[src/rtl/xor_parity_accum.sv]
// Frame-based XOR parity accumulator with a valid/ready input and a held result.
// Optional XOR_PARITY_ACCUM_CHECK_EN adds exp_bit/err result checking.
module xor_parity_accum #(
  parameter int unsigned WIDTH     = 3,
  parameter int unsigned FRAME_LEN = 8,
  parameter int unsigned CNT_W     = $clog2(FRAME_LEN + 1)
) (
  input  logic             clk,
  input  logic             rst,
  input  logic             in_valid,
  output logic             in_ready,
  input  logic [WIDTH-1:0] in_data,
  input  logic             in_last,
  output logic             out_valid,
  input  logic             out_ready,
  output logic [WIDTH-1:0] out_parity,
  output logic             out_bit,
`ifdef XOR_PARITY_ACCUM_CHECK_EN
  input  logic             exp_bit,
  output logic             err,
`endif
  output logic [CNT_W-1:0] out_count
);

  localparam logic ACCUM = 1'b0;
  localparam logic HOLD  = 1'b1;

  localparam logic [CNT_W-1:0] LAST_CNT = CNT_W'(FRAME_LEN - 1);

  logic             state_q, state_d;
  logic [WIDTH-1:0] acc_q, acc_d;
  logic [CNT_W-1:0] cnt_q, cnt_d;
  logic [WIDTH-1:0] res_parity_q, res_parity_d;
  logic [CNT_W-1:0] res_count_q, res_count_d;

  logic             accept;
  logic             take;
  logic [WIDTH-1:0] acc_next;
  logic [CNT_W-1:0] cnt_next;

  assign accept   = in_valid && (state_q == ACCUM);
  assign take     = (state_q == HOLD) && out_ready;
  assign acc_next = acc_q ^ in_data;
  assign cnt_next = cnt_q + CNT_W'(1);

  always_comb begin
    state_d      = state_q;
    acc_d        = acc_q;
    cnt_d        = cnt_q;
    res_parity_d = res_parity_q;
    res_count_d  = res_count_q;
    case (state_q)
      ACCUM: begin
        if (accept) begin
          acc_d = acc_next;
          cnt_d = cnt_next;
          // Closing word: capture the result so out_* stay put until the next frame closes.
          if (in_last || (cnt_q == LAST_CNT)) begin
            state_d      = HOLD;
            res_parity_d = acc_next;
            res_count_d  = cnt_next;
          end
        end
      end
      default: begin
        if (take) begin
          state_d = ACCUM;
          acc_d   = '0;
          cnt_d   = '0;
        end
      end
    endcase
  end

  always_ff @(posedge clk) begin
    if (rst) begin
      state_q      <= ACCUM;
      acc_q        <= '0;
      cnt_q        <= '0;
      res_parity_q <= '0;
      res_count_q  <= '0;
    end else begin
      state_q      <= state_d;
      acc_q        <= acc_d;
      cnt_q        <= cnt_d;
      res_parity_q <= res_parity_d;
      res_count_q  <= res_count_d;
    end
  end

  assign in_ready   = (state_q == ACCUM);
  assign out_valid  = (state_q == HOLD);
  assign out_parity = res_parity_q;
  assign out_bit    = ^res_parity_q;
  assign out_count  = res_count_q;

`ifdef XOR_PARITY_ACCUM_CHECK_EN
  logic err_q;

  // Sticky until reset; only evaluated on a result handshake.
  always_ff @(posedge clk) begin
    if (rst) begin
      err_q <= 1'b0;
    end else if (take && (out_bit != exp_bit)) begin
      err_q <= 1'b1;
    end
  end

  assign err = err_q;
`endif

endmodule

[config.mk]
export PLATFORM = sky130hd
export DESIGN_NAME = xor_parity_accum
export DESIGN_NICKNAME = d
export VERILOG_FILES = /design/src/rtl/xor_parity_accum.sv
export SDC_FILE = /design/constraint.sdc
export NUM_CORES = 1
export LEC_CHECK = 0
export CORE_ASPECT_RATIO = 1.1
export CORE_MARGIN = 10
export CORE_UTILIZATION = 43
export CTS_CLUSTER_DIAMETER = 40
export DETAILED_ROUTE_END_ITERATION = 16
export GPL_ROUTABILITY_DRIVEN = 0
export PLACE_DENSITY_LB_ADDON = 0.3
export SKIP_CTS_REPAIR_TIMING = 1
export SYNTH_ARGS = -nofsm -noshare
export SYNTH_HDL_FRONTEND = slang
export SYNTH_SLANG_ARGS = --single-unit
[constraint.sdc]
create_clock -name clk -period 1.41 [get_ports clk]
set_input_delay 0.282 -clock clk [delete_from_list [all_inputs] [get_ports clk]]
set_output_delay 0.282 -clock clk [all_outputs]
set_load 0.05 [all_outputs]
==> impl_results.md <==
* Status: complete, but fails checks
* Failing checks: setup timing
* Top cells by area, synth: dfxtp_1 (38%), xnor2_1 (7.7%), mux2_4 (7.5%)
* Die Area at 0.00397 sq mm
* Arr. time, crit path at 1.17 ns
* Final setup violation count at 1
* Register area at 309 sq um
* Top-area cell type share of the netlist area at 37.7%
* Final core occ at 70.5%
* Die X-Extent at 61.0 um
* DP Area at 0.00119 sq mm
* Area occupied by multi-input gates at 507 sq um
* H-tree Lvls at 1
* Internal Power at 0.744 mW
* Seq pwr share at 44.4%
* CP Capture Type: output port
* Register area share after synthesis at 37.7%
* Area delta synth->final at 56.0%
* Peak VDD IR at 0.738 mV
* EDFF count, synth at 0
* Final WS setup at -0.0443 ns
* Data required time at the worst endpoint at 1.13 ns
* Async SR Flop Fraction at 0%
* Post-Route Skew at 0.000993 ns
* Switch share at 31.6%
* Number of CTS-inserted buffers at 3
* IO Pins at 18
* Fillcell total at 133
* Initial drt markers at 15
* Final hold violation count at 0
* Diode count at 0
* RSZ-0062 raised after global routing: yes
* Clk Latency, worst-skew pair at 0.28 ns
* Final antenna-violating net count at 0
* Clk root buf: clkbuf_4
* Worst slew pin tran at 0.351 ns
* FMAX at 0.688 GHz
* Crit-path max cell delay at 0.38 ns
* Power share of the clock group at 23.4%
* Yosys warns at 0
* CP Class: reg -> out
* Design Power at 1.09 mW
* Grt ovf at 0
* Initial Util at 45.2%
* Worst reg-to-reg setup slack at 0.01 ns
* Router iterations before antenna repair at 6
* WL per Instance at 13.9 um
* Max-cap violations at 0
* DRC Markers at 0
* Final Slew Violations at 0
* GRT Total Usage at 9.22%
* Clock tree sinks at 15
* Vias in the first global route at 685
* CP max FO at 3
* Area leader, netlist: dfxtp_1
* Comb pwr share at 32.2%
* CP cell instances: xnor2_4, xnor2_2, buf_12
* Rows at 16
* CTS tree: done
* CP max-delay cell: dfxtp_4
* Design area at 0.00124 sq mm
* Hold Crit Class: reg -> reg
* Core ar. at 0.00176 sq mm
* Setup TNS Final at -0.0443 ns
* LEAKAGE at 0.506 nW
* Net Count, Synth at 89
* Synth Instances at 80
* Final Net Count at 121
* Vias per cell at 5.19
* Clock buffer depth at 2
* Pin count of the biggest net entering global routing at 10
* Final WL at 1800 um
* Startpoint types: register
* Global-route wire length before repair at 2930 um
* Vias at 669
* Antenna violations before repair at 0
* Sw power at 0.343 mW
* Netlist Area Pre-Place at 796 sq um
* Fin crit share at 103%
* #FFs+latches synth at 15
* Layout cells sized above 1 at 41.4%
* Yosys cell types at 26
* DPL Wire Length at 1430 um
* Die Height at 65.1 um
* Pwr Density at 876 mW/mm^2
* Ys flop type: dfxtp_1
* Buffers on Ports at 17
* Tmin final at 1.45 ns
* Slew HR at 76.4%
* CTS clk-pin slew, worst paths at 0.10 ns
* Mean Syn Cell Area at 9.95 sq um
-- power groups by stage --
| stage | clock (mW) | combinational, mW | sequential (mW) |
|---|---|---|---|
| finish | 0.255 | 0.350 | 0.483 |
| detailed placement | 0 | 0.346 | 0.487 |
| global placement | 0 | 0.339 | 0.485 |
| global route | 0.272 | 0.373 | 0.487 |
| floorplan | 0 | 0.142 | 0.523 |
| CTS | 0.257 | 0.346 | 0.477 |
-- worst max-delay path: cells and delay by family (launching register included) --
kind / cells / cell delay [ns]
DFF: 1 / 0.38
xor gates and xnor gates: 2 / 0.34
buffers and inverters: 1 / 0.16
-- path summary, 6_finish.rpt --
path	end	startpoint	cells after the start
max	out_bit	out_parity[1]	3
min	acc_q[2]	acc_q[2]	1
max reg2reg	out_parity[0]	cnt_q[0]	4
min reg2reg	acc_q[2]	acc_q[2]	1
-- per-stage QoR --
stage	cells	setup WS, ns	hold WS [ns]
final	129	-0.0443	0.509
after global routing	129	-0.0857	0.532
after CTS	130	-0.142	0.509
after detailed placement	126	-0.201	0.495
after global placement	126	-0.159	0.482
after floorplan	80	-0.0554	0.469
-- registers in the layout, summed over array words and instances (netlist names) --
signal      count
out_valid       1
out_parity      3
cnt_q           4
acc_q           3
out_count       4
-- routing by layer --
metal / up-vias / GRT usage [%] / wire [um]
li1: 338 / - / -
met2: 13 / 15.2 / 914
met1: 314 / 10.5 / 745
met3: 4 / 3.46 / 118
met5: - / 0 / 0
met4: 0 / 3.30 / 18
-- cell usage after synthesis, drive strengths merged (2+ instances only) --
cell type / instances
a21oi: 6
a311oi: 4
and2b: 2
buf: 2
dfxtp: 15
inv: 2
mux2: 6
nand2: 9
nand2b: 5
nor2: 7
nor2b: 4
xnor2: 7
-- kinds of logic (layout without fill, tap and decap cells) --
kind of cell | Yosys count | in the layout | share of synthesized area, %
XOR/XNOR | 7 | 7 | 7.70
AO/OA/AOI/OAI | 15 | 15 | 17.6
buffers and inverters | 5 | 36 | 3.46
multiplexers | 7 | 7 | 11.6
AND/OR/NAND/NOR | 30 | 30 | 20.3
adder cells (fa/ha/maj) | 1 | 1 | 1.57
flip-flops | 15 | 15 | 37.7
-- layout make-up --
| cell class | instances | share of cell area (%) |
|---|---|---|
| Timing Repair Buffer | 30 | 29.6 |
| Inverter | 2 | 0.605 |
| Tap cell | 18 | 1.81 |
| Sequential cell | 15 | 24.9 |
| Clock buffer | 3 | 1.81 |
| Clock inverter | 1 | 0.403 |
| Multi-Input combinational cell | 60 | 40.8 |
-- placed cells by master (no fill, tap or decap), types with 2 or more instances in the layout --
| master | instances |
|---|---|
| nand2_1 | 9 |
| dfxtp_2 | 4 |
| clkdlybuf4s50_1 | 7 |
| a21oi_1 | 6 |
| xnor2_1 | 5 |
| buf_4 | 13 |
| inv_1 | 2 |
| nand2b_1 | 5 |
| mux2_4 | 4 |
| nor2_1 | 7 |
| buf_12 | 10 |
| clkbuf_4 | 3 |
| mux2_2 | 2 |
| nor2b_1 | 3 |
| dfxtp_1 | 10 |
| a311oi_1 | 4 |
| and2b_1 | 2 |
No activity file was read; power rests on OpenSTA's default activity.
